**config.mk**
```make
export PLATFORM = sky130hd
export DESIGN_NAME = m_memarb_flat
export DESIGN_NICKNAME = d
export VERILOG_FILES = /design/src/rtl/m_memarb_if.sv /design/src/rtl/m_memarb.sv /design/src/flat_wrapper.sv
export SDC_FILE = /design/constraint.sdc
export NUM_CORES = 1
export LEC_CHECK = 0
export ABC_AREA = 1
export CAP_MARGIN = 20
export CELL_PAD_IN_SITES_DETAIL_PLACEMENT = 2
export CELL_PAD_IN_SITES_GLOBAL_PLACEMENT = 2
export CORE_MARGIN = 2
export CORE_UTILIZATION = 20
export DETAILED_ROUTE_END_ITERATION = 10
export PLACE_DENSITY_LB_ADDON = 0.1
export SLEW_MARGIN = 0
export SYNTH_ARGS = -nofsm -noshare
export SYNTH_HDL_FRONTEND = slang
export SYNTH_SLANG_ARGS = --single-unit
```
**constraint.sdc**
```tcl
create_clock -name w_clk -period 4.55 [get_ports w_clk]
set_clock_uncertainty 0.2 [all_clocks]
set_input_delay 1.1375 -clock w_clk [delete_from_list [all_inputs] [get_ports w_clk]]
set_output_delay 1.1375 -clock w_clk [all_outputs]
set_load 0.005 [all_outputs]
```
**src/rtl/m_memarb_if.sv**
```systemverilog
// ============================================================================
// Module : m_memarb_if
// Brief  : Fetch/data request ports and shared-RAM bus for the memory arbiter.
// Rev    : 1.0  initial release
// ============================================================================
`default_nettype none

interface m_memarb_if #(
  parameter int ADDR_W = 12,
  parameter int DATA_W = 32,
  parameter int CNT_W  = 16
);
  // Fetch port
  logic              w_ireq;
  logic [ADDR_W-1:0] w_iaddr;
  logic              w_igrant;
  logic              r_ivalid;
  logic [DATA_W-1:0] w_idata;
  // Data port
  logic              w_dreq;
  logic              w_dwe;
  logic [ADDR_W-1:0] w_daddr;
  logic [DATA_W-1:0] w_ddin;
  logic              w_dgrant;
  logic              r_dvalid;
  logic [DATA_W-1:0] w_ddata;
  // Shared RAM
  logic [ADDR_W-1:0] w_maddr;
  logic              w_mwe;
  logic [DATA_W-1:0] w_mdin;
  logic [DATA_W-1:0] w_mdout;
  // Debug
  logic [CNT_W-1:0]  r_conflict;

  modport slave (
    input  w_ireq, w_iaddr, w_dreq, w_dwe, w_daddr, w_ddin, w_mdout,
    output w_igrant, r_ivalid, w_idata, w_dgrant, r_dvalid, w_ddata,
    output w_maddr, w_mwe, w_mdin, r_conflict
  );

  modport master (
    output w_ireq, w_iaddr, w_dreq, w_dwe, w_daddr, w_ddin, w_mdout,
    input  w_igrant, r_ivalid, w_idata, w_dgrant, r_dvalid, w_ddata,
    input  w_maddr, w_mwe, w_mdin, r_conflict
  );
endinterface

`default_nettype wire

```
**src/rtl/m_memarb.sv**
```systemverilog
// ============================================================================
// Module : m_memarb
// Brief  : Data-priority arbiter sharing one sync RAM between fetch and data
//          ports, with fetch starvation guard and contention counter.
// Rev    : 1.0  initial release
// ============================================================================
`default_nettype none

module m_memarb #(
  parameter int ADDR_W     = 12,
  parameter int DATA_W     = 32,
  parameter int STARVE_MAX = 4,
  parameter int CNT_W      = 16
) (
  input  wire logic w_clk,
  input  wire logic w_rst,
  m_memarb_if.slave bus
);

  localparam int SW = $clog2(STARVE_MAX + 1);
  localparam logic [SW-1:0] C_STARVE_MAX = SW'(STARVE_MAX);
  localparam logic [0:0]    S_DPRI = 1'b0;
  localparam logic [0:0]    S_IPRI = 1'b1;

  logic [0:0]        r_state;
  logic [0:0]        w_state_nxt;
  logic [SW-1:0]     r_starve;
  logic [SW-1:0]     w_starve_nxt;
  logic [SW-1:0]     w_starve_inc;
  logic              w_both;
  logic              w_igrant;
  logic              w_dgrant;
  logic              r_ivalid;
  logic              r_dvalid;
  logic [DATA_W-1:0] r_ihold;
  logic [DATA_W-1:0] r_dhold;
  logic [CNT_W-1:0]  r_conflict;

  assign w_both       = bus.w_ireq & bus.w_dreq;
  assign w_starve_inc = r_starve + SW'(1);

  always_ff @(posedge w_clk) begin
    if (w_rst) begin
      r_state  <= S_DPRI;
      r_starve <= '0;
    end else begin
      r_state  <= w_state_nxt;
      r_starve <= w_starve_nxt;
    end
  end

  // Starve counts only cycles where fetch is denied; any fetch grant or idle fetch clears it.
  always_comb begin
    w_state_nxt  = r_state;
    w_starve_nxt = r_starve;
    case (r_state)
      S_DPRI: begin
        if (w_both) begin
          w_starve_nxt = w_starve_inc;
          if (w_starve_inc >= C_STARVE_MAX) begin
            w_state_nxt = S_IPRI;
          end
        end else begin
          w_starve_nxt = '0;
        end
      end
      S_IPRI: begin
        w_state_nxt  = S_DPRI;
        w_starve_nxt = '0;
      end
      default: begin
        w_state_nxt  = S_DPRI;
        w_starve_nxt = '0;
      end
    endcase
  end

  always_comb begin
    w_igrant = 1'b0;
    w_dgrant = 1'b0;
    if (!w_rst) begin
      if (w_both) begin
        w_igrant = (r_state == S_IPRI);
        w_dgrant = (r_state != S_IPRI);
      end else begin
        w_igrant = bus.w_ireq;
        w_dgrant = bus.w_dreq;
      end
    end
  end

  always_ff @(posedge w_clk) begin
    if (w_rst) begin
      r_ivalid   <= 1'b0;
      r_dvalid   <= 1'b0;
      r_ihold    <= '0;
      r_dhold    <= '0;
      r_conflict <= '0;
    end else begin
      r_ivalid <= w_igrant;
      r_dvalid <= w_dgrant & ~bus.w_dwe;
      if (r_ivalid) begin
        r_ihold <= bus.w_mdout;
      end
      if (r_dvalid) begin
        r_dhold <= bus.w_mdout;
      end
      if (w_both && (r_conflict != {CNT_W{1'b1}})) begin
        r_conflict <= r_conflict + CNT_W'(1);
      end
    end
  end

  assign bus.w_igrant   = w_igrant;
  assign bus.w_dgrant   = w_dgrant;
  assign bus.w_maddr    = w_dgrant ? bus.w_daddr : bus.w_iaddr;
  assign bus.w_mwe      = w_dgrant & bus.w_dwe;
  assign bus.w_mdin     = bus.w_ddin;
  assign bus.r_ivalid   = r_ivalid;
  assign bus.r_dvalid   = r_dvalid;
  assign bus.w_idata    = r_ivalid ? bus.w_mdout : r_ihold;
  assign bus.w_ddata    = r_dvalid ? bus.w_mdout : r_dhold;
  assign bus.r_conflict = r_conflict;

endmodule

`default_nettype wire
```
**src/flat_wrapper.sv**
```systemverilog
// flat-port wrapper written by rule: the top's interface ports become plain ports
module m_memarb_flat 
#(
  parameter int ADDR_W     = 12,
  parameter int DATA_W     = 32,
  parameter int STARVE_MAX = 4,
  parameter int CNT_W      = 16
)
  (w_clk, w_rst, bus_w_ireq, bus_w_iaddr, bus_w_dreq, bus_w_dwe, bus_w_daddr, bus_w_ddin, bus_w_mdout, bus_w_igrant, bus_r_ivalid, bus_w_idata, bus_w_dgrant, bus_r_dvalid, bus_w_ddata, bus_w_maddr, bus_w_mwe, bus_w_mdin, bus_r_conflict);
  m_memarb_if #(.ADDR_W(ADDR_W), .DATA_W(DATA_W), .CNT_W(CNT_W)) bus_i ();
  input  wire logic w_clk;
  input  wire logic w_rst;
  input wire logic [$bits(bus_i.w_ireq)-1:0] bus_w_ireq;
  input wire logic [$bits(bus_i.w_iaddr)-1:0] bus_w_iaddr;
  input wire logic [$bits(bus_i.w_dreq)-1:0] bus_w_dreq;
  input wire logic [$bits(bus_i.w_dwe)-1:0] bus_w_dwe;
  input wire logic [$bits(bus_i.w_daddr)-1:0] bus_w_daddr;
  input wire logic [$bits(bus_i.w_ddin)-1:0] bus_w_ddin;
  input wire logic [$bits(bus_i.w_mdout)-1:0] bus_w_mdout;
  output wire logic [$bits(bus_i.w_igrant)-1:0] bus_w_igrant;
  output wire logic [$bits(bus_i.r_ivalid)-1:0] bus_r_ivalid;
  output wire logic [$bits(bus_i.w_idata)-1:0] bus_w_idata;
  output wire logic [$bits(bus_i.w_dgrant)-1:0] bus_w_dgrant;
  output wire logic [$bits(bus_i.r_dvalid)-1:0] bus_r_dvalid;
  output wire logic [$bits(bus_i.w_ddata)-1:0] bus_w_ddata;
  output wire logic [$bits(bus_i.w_maddr)-1:0] bus_w_maddr;
  output wire logic [$bits(bus_i.w_mwe)-1:0] bus_w_mwe;
  output wire logic [$bits(bus_i.w_mdin)-1:0] bus_w_mdin;
  output wire logic [$bits(bus_i.r_conflict)-1:0] bus_r_conflict;
  assign bus_i.w_ireq = bus_w_ireq;
  assign bus_i.w_iaddr = bus_w_iaddr;
  assign bus_i.w_dreq = bus_w_dreq;
  assign bus_i.w_dwe = bus_w_dwe;
  assign bus_i.w_daddr = bus_w_daddr;
  assign bus_i.w_ddin = bus_w_ddin;
  assign bus_i.w_mdout = bus_w_mdout;
  assign bus_w_igrant = bus_i.w_igrant;
  assign bus_r_ivalid = bus_i.r_ivalid;
  assign bus_w_idata = bus_i.w_idata;
  assign bus_w_dgrant = bus_i.w_dgrant;
  assign bus_r_dvalid = bus_i.r_dvalid;
  assign bus_w_ddata = bus_i.w_ddata;
  assign bus_w_maddr = bus_i.w_maddr;
  assign bus_w_mwe = bus_i.w_mwe;
  assign bus_w_mdin = bus_i.w_mdin;
  assign bus_r_conflict = bus_i.r_conflict;
  m_memarb #(.ADDR_W(ADDR_W), .DATA_W(DATA_W), .STARVE_MAX(STARVE_MAX), .CNT_W(CNT_W)) u_core (.w_clk(w_clk), .w_rst(w_rst), .bus(bus_i));
endmodule
```
==> results of run 1 <==
## per-stage QoR
| stage | instances | setup slack, ns | hold WS (ns) | utilization (%) | power (uW) |
|---|---|---|---|---|---|
| after floorplan | 581 | 1.40 | 0.199 | - | 906 |
| after global placement | 954 | 0.578 | 0.209 | 28.5 | 1050 |
| after detailed placement | 954 | 0.517 | 0.229 | 28.5 | 1060 |
| after CTS | 970 | 0.514 | 0.238 | 30.2 | 1880 |
| after global routing | 970 | 0.397 | 0.258 | 30.2 | 1930 |
| final | 970 | 0.533 | 0.230 | 30.2 | 1830 |
## cells in the final DEF, fill, tap and decap left out, types with 2 or more instances in the layout
cell type        Yosys  layout
nand2_1            263     263
a21oi_1             74      74
inv_2                3       3
inv_1               16      16
ha_1                 2       2
clkbuf_16            0       9
buf_4               32       8
clkdlybuf4s50_1      0     156
clkbuf_8             0       2
o21ai_0              3       3
nand3_1             18      18
o21ai_1              2       2
clkinv_4             0       2
nor2_4               4       4
nor2_1              41      41
dfxtp_2              0       2
nand2_2              3       3
dfxtp_1             86      84
inv_6                0       2
## registers in the layout (all words and copies together), names as in the netlist
| register | cells |
|---|---|
| u_core.bus.r_ivalid | 1 |
| u_core.r_starve | 3 |
| u_core.r_state | 1 |
| u_core.bus.r_conflict | 16 |
| u_core.r_dhold | 32 |
| u_core.bus.r_dvalid | 1 |
| u_core.r_ihold | 32 |
## final timing paths
check / start / slack, ns / endpoint
worst max-delay path: bus_w_ireq / 0.53 / bus_w_maddr[8]
worst min-delay path: u_core.r_starve[0] / 0.23 / u_core.r_starve[0]
worst max register to register: u_core.bus.r_conflict[0] / 2.57 / u_core.bus.r_conflict[4]
worst min register to register: u_core.r_starve[0] / 0.23 / u_core.r_starve[0]
## critical path: stages
cell             delay [ns]
clkdlybuf4s50_1        0.50
nand2_1                0.06
nand3_1                0.10
buf_4                  0.21
nand2_1                0.08
nand2_1                0.07
clkdlybuf4s50_1        0.52
## power by group
group	switching [uW]	leakage, uW	internal [uW]	total (uW)
clock network	338	0.000157	462	800
registers	7.01	0.000699	774	781
logic	111	0.00160	143	254
## cell families (layout without fill, tap and decap cells)
kind of cell | after synthesis | count (layout) | share of synthesized area, %
compound gates | 81 | 81 | 10.5
xor+xnor | 1 | 1 | 0.223
fa+ha+maj | 2 | 2 | 0.637
buf+inv | 77 | 201 | 10.9
flops | 86 | 86 | 43.8
simple gates | 334 | 334 | 33.9
## final cells by class
type	instances	area, um2	area share [%]
inverters	20	75.1	1.28
flip-flops and latches	86	1720	29.5
repair buffers	165	1630	27.8
multi-input cells	418	1780	30.4
clock buffers	11	253	4.32
clock inverters	5	65.1	1.11
well taps	265	332	5.66
## layer usage
metal / routed length [um] / track usage (%)
met1: 5870 / 15.7
met2: 7270 / 25.4
met3: 974 / 4.11
met4: 239 / 5.16
met5: 0 / 0
==> metrics.md, run 1 <==
| Metric | Value |
|---|---|
| Worst slew margin | 48.4% |
| Count leader, synth | nand2_1 |
| Peak VDD IR | 0.164 mV |
| Minimum clock period | 4.02 ns |
| Post-CTS Resized | 0 |
| Synth Flop Type | dfxtp_1 |
| IO Port Bufs | 157 |
| Final wirelength | 14.3 mm |
| Synth Instances | 581 |
| Vias/cell | 4.31 |
| Startpoint types | input pin |
| Number of antenna-violating nets in the routed design | 0 |
| Die ar. | 20800 um2 |
| Status | complete, no violations |
| Core area | 19400 um2 |
| Tot GR Track Use | 14.1% |
| Dpl cell area | 5540 um2 |
| Fillers | 2350 |
| Starting density of the core | 20.3% |
| Vias in the first global route | 4543 |
| Via count | 4180 |
| Grt ovf | 0 |
| Post-CTS setup buffer count | 0 |
| Asr flop ratio synth | 0% |
| TritonCTS Buffers | 9 |
| Clk_lat worst skew | 0.34 ns |
| Number of enable flip-flop cells after synthesis | 0 |
| Post-Syn Area | 3930 um2 |
| Antenna cell count | 0 |
| Layout area overhead | 49.0% |
| Root Driver | clkbuf_16 |
| CTS H-Tree Depth | 3 |
| PD cells | 313 nW/um2 |
| Final Setup Violations | 0 |
| Critical Path RT | 3.21 ns |
| First-pass GRT wire length | 22.8 mm |
| Top cells by count, synth | 263 x nand2_1, 86 x dfxtp_1, 74 x a21oi_1 |
| # hold bufs at CTS | 0 |
| Design Area, Final | 5850 um2 |
| R2R depth | 6 |
| Post-DP HPWL | 10.5 mm |
| Measured slew at the worst slew-check pin | 0.774 ns |
| Largest net degree at the start of global routing | 66 |
| Initial antenna violation count | 0 |
| Final Max Tran Viols | 0 |
| Placer congestion estimate | 0.704 |
| Sequential area share after synthesis | 43.8% |
| Drc violations | 0 |
| Max Fanout on Critical Path | 14 |
| Clk slew on worst S/H paths | 0.06 ns |
| RSZ-0062 raised after global routing | no |
| Fin Setup TNS | 0 ns |
| Syn_nets | 676 |
| Fin crit share | 88.3% |
| Area contributors post-synth | dfxtp_1 44%, nand2_1 25%, a21oi_1 9.4% |
| Final Net Count | 795 |
| Top cell type by total area after synthesis | dfxtp_1 |
| Clock tree from TritonCTS | built |
| Arr. time, crit path | 2.68 ns |
| Die Ht | 144 um |
| Die X | 144 um |
| CP Class | input pin to output pin |
| P_leak | 0.00246 uW |
| Worst setup EP type | output pin |
| Clock tree sinks | 86 |
| Wirelength per Cell | 14.8 um |
| Final count of hold timing violations | 0 |
| Hold path depth | 1 |
| Fmax | 249 MHz |
| Rows | 51 |
| Max-capacitance violation count | 0 |
| Synth top area share | 43.8% |
| Layout cells sized above 1 | 5.67% |
| Synthesized area per cell | 6.76 um2 |
| Synthesis warning total | 0 |
| Synth cell types | 26 |
| CTS max path bufs | 2 |
| I/O pin count | 222 |
| Initial DRC Count | 154 |
| Hold Crit Class | flop to flop |
| FF+latch count, synth | 86 |
| Pre-antenna DRT Iters | 4 |
Power figures use the tool's default switching activity.
==> inputs of run 2 (changes only) <==
--- a/config.mk
+++ b/config.mk
@@ -5,12 +5,12 @@
 export SDC_FILE = /design/constraint.sdc
 export NUM_CORES = 1
 export LEC_CHECK = 0
-export ABC_AREA = 1
 export CAP_MARGIN = 20
 export CELL_PAD_IN_SITES_DETAIL_PLACEMENT = 2
 export CELL_PAD_IN_SITES_GLOBAL_PLACEMENT = 2
-export CORE_MARGIN = 2
-export CORE_UTILIZATION = 20
+export CORE_MARGIN = 8
+export CORE_UTILIZATION = 23
+export CTS_BUF_LIST = sky130_fd_sc_hd__clkbuf_16
 export DETAILED_ROUTE_END_ITERATION = 10
 export PLACE_DENSITY_LB_ADDON = 0.1
 export SLEW_MARGIN = 0
==> metrics.md, run 2 <==
| Metric | Value |
|---|---|
| R2R depth | 5 (-1) |
| Hold path start | u_core.r_starve[0] |
| Crit path buf inv count | 4 (+1) |
| Seq pwr share | 45.0% (+2.4 points) |
| Die ar. | 21300 um2 (+2.6%) |
| P_leak | 0.00219 uW (-11%) |
| Die X | 146 um (+1.3%) |
| Status | complete, no violations |
| Placer congestion estimate | 0.717 (+1.9%) |
| Post-CTS Resized | 0 (unchanged) |
| Syn_nets | 465 (-31%) |
| Hold path depth | 1 (unchanged) |
| Largest family of logic cells by synthesized area | multiplexers |
| CTS H-Tree Depth | 3 (unchanged) |
| Clock tree from TritonCTS | built |
| Fmax | 233 MHz (-6.4%) |
| Startpoint types | input pin |
| Rows | 47 (-7.8%) |
| Most frequent CP cell | clkdlybuf4s50_1 |
| FF+latch count, synth | 86 (unchanged) |
| Critical Path RT | 3.21 ns (about the same) |
| Max Fanout on Critical Path | 15 (+1) |
| # hold bufs at CTS | 0 (unchanged) |
| Adder-Cell Fraction of Synth Area | 0.644% (+0.0066 points) |
| Core area | 16600 um2 (-15%) |
| Final Max Tran Viols | 0 (unchanged) |
| Hold Crit Class | flop to flop |
| Post-synthesis mux area share | 22.6% (+23 points) |
| Compound-Gate Fraction of Synth Area | 4.89% (-5.6 points) |
| Worst Setup SP | bus_w_dreq |
| Commonest non-fill, non-tap cell in the layout | clkdlybuf4s50_1 |
| Vias/cell | 4.44 (+3.0%) |
| Clk slew on worst S/H paths | 0.06 ns (about the same) |
| Number of antenna-violating nets in the routed design | 0 (unchanged) |
| Placed Instances | 703 (-26%) |
| Max-capacitance violation count | 0 (unchanged) |
| Initial DRC Count | 41 (-73%) |
| Fin crit share | 94.4% (+6.1 points) |
| Crit path depth | 6 (-1) |
| Pre-antenna DRT Iters | 4 (unchanged) |
| Starting density of the core | 23.4% (+3.2 points) |
| Synthesis warning total | 0 (unchanged) |
| Final Net Count | 589 (-26%) |
| Drc violations | 0 (unchanged) |
| Final Setup Violations | 0 (unchanged) |
| Wirelength per Cell | 18.2 um (+23%) |
| Number of enable flip-flop cells after synthesis | 0 (unchanged) |
| Synthesized area per cell | 10.5 um2 (+55%) |
| Minimum clock period | 4.29 ns (+0.276 ns) |
| Switching Share | 22.4% (-2.4 points) |
| Synth Instances | 370 (-36%) |
| Measured slew at the worst slew-check pin | 0.709 ns (-0.0647 ns) |
| First-pass GRT wire length | 20.7 mm (-9.1%) |
| Post-Syn Area | 3890 um2 (-1.0%) |
| Combinational share of power | 14.1% (+0.3 points) |
| Post-DP HPWL | 10.0 mm (-4.7%) |
| Layout cells sized above 1 | 21.8% (+16 points) |
| Post-CTS setup buffer count | 0 (unchanged) |
| Area contributors post-synth | dfxtp_1 44%, mux2_2 23%, and2_1 10% |
| R2R setup slack | 2.32 ns (-0.25 ns) |
| Layout area overhead | 48.3% |
| Worst setup EP type | output pin |
| Sequential area share after synthesis | 44.3% (+0.45 points) |
| Arr. time, crit path | 2.96 ns (+0.28 ns) |
| CP max stage cell | clkdlybuf4s50_1 |
| TritonCTS Buffers | 9 (unchanged) |
| Synth cell types | 37 (+42%) |
| Biggest regs | u_core.r_dhold x32, u_core.r_ihold x32, u_core.bus.r_conflict x16 |
| Worst slew margin | 52.4% (+3.9 points) |
| Fin Setup TNS | 0 ns (unchanged) |
| Final count of hold timing violations | 0 (unchanged) |
| IO Port Bufs | 157 (unchanged) |
| Worst R2R Start | u_core.bus.r_conflict[1] |
| Final wirelength | 13.1 mm (-8.7%) |
| Cell Count, Final, Fillers Out | 719 (-26%) |
| Clk_lat worst skew | 0.34 ns (about the same) |
| Internal power | 1360 uW (-1.6%) |
| Die Ht | 146 um (+1.3%) |
| Initial antenna violation count | 0 (unchanged) |
| Delay-heaviest family, CP | buffers and inverters |
| Grt ovf | 0 (unchanged) |
| Clock power share | 40.9% (-2.7 points) |
| Via count | 3191 (-24%) |
| CP Class | input pin to output pin |
| Asr flop ratio synth | 0% (unchanged) |
| Synth Flop Type | dfxtp_1 |
| Largest net degree at the start of global routing | 69 (+4.5%) |
| Peak VDD IR | 0.160 mV (-1.9%) |
| Synth top area share | 44.3% (+0.45 points) |
| PD cells | 303 nW/um2 (-3.2%) |
| Count leader, synth | dfxtp_1 |
| Switching power | 392 uW (-14%) |
| Crit path largest cell delay | 0.51 ns (about the same) |
| Root Driver | clkbuf_16 |
| RSZ-0062 raised after global routing | no |
| Antenna cell count | 0 (unchanged) |
| Synth Area in Simple Gates | 18.8% (-15 points) |
| I/O pin count | 222 (unchanged) |
| Tot GR Track Use | 12.3% (-1.8 points) |
| Critical Path, Cell by Cell | clkdlybuf4s50_1, inv_1, a211oi_2, buf_4, mux2_2, clkdlybuf4s50_1 |
| Vias in the first global route | 3642 (-20%) |
| Most frequent cells in the layout | 157 x clkdlybuf4s50_1, 84 x dfxtp_1, 78 x mux2_2 |
| Top cells by count, synth | 86 x dfxtp_1, 78 x mux2_2, 65 x and2_1 |
| Clock tree sinks | 86 (unchanged) |
| Top cell type by total area after synthesis | dfxtp_1 |
| CTS max path bufs | 2 (unchanged) |
| Post-Synth XOR/XNOR Area | 0.225% (+0.0023 points) |
## run 2: cell types whose count changed in the layout (fill, tap and decap cells not counted), moves of 11 or more
cell     delta
nand2_1   -255
inv_1      -11
mux2_2     +78
a21oi_1    -63
and2_1     +64
nand3_1    -15
nor2_1     -38
## run 2: area by class of cell
class	count	area, um2
clock buffers	9	225
inverters	4	15.0
well taps	220	275
flip-flops and latches	86	1720
clock inverters	7	56.3
repair buffers	165	1630
multi-input cells	228	1840
fillers	1818	10800
## run 2: path summary, 6_finish.rpt
path / end
worst max-delay path: bus_w_maddr[0]
worst min-delay path: u_core.r_starve[0]
worst max register to register: u_core.bus.r_conflict[14]
worst min register to register: u_core.r_starve[0]
## run 2: per-stage QoR
step           cell area [um2]  util (%)  hold slack [ns]  power (uW)  setup slack [ns]
5_1_grt                   5770      34.8            0.286        1830             0.173
6_report                  5770      34.8            0.251        1750             0.257
3_3_place_gp              5480      33.1            0.220        1050             0.292
4_1_cts                   5770      34.8            0.261        1790             0.254
2_1_floorplan             3890         -            0.208         909             0.897
3_5_place_dp              5480      33.1            0.253        1060             0.252
## run 2: cells by family after synthesis
family / Yosys count
fa+ha+maj: 2
simple gates: 117
flops: 86
compound gates: 30
mux: 78
xor+xnor: 1
buf+inv: 56
## run 2: power groups by stage
stage	Combinational [uW]	Sequential (uW)	Clock (uW)
floorplan	114	795	0
global placement	249	803	0
detailed placement	253	804	0
CTS	255	787	751
global route	269	789	776
finish	247	786	716
## run 2: per-layer routing
metal  wire length [um]  part of all wire (%)  track usage (%)
met5                  0                     0                0
met4                241                   1.8             5.20
met3                986                   7.5             4.20
met2               6260                    48             20.5
met1               5620                    43             14.1
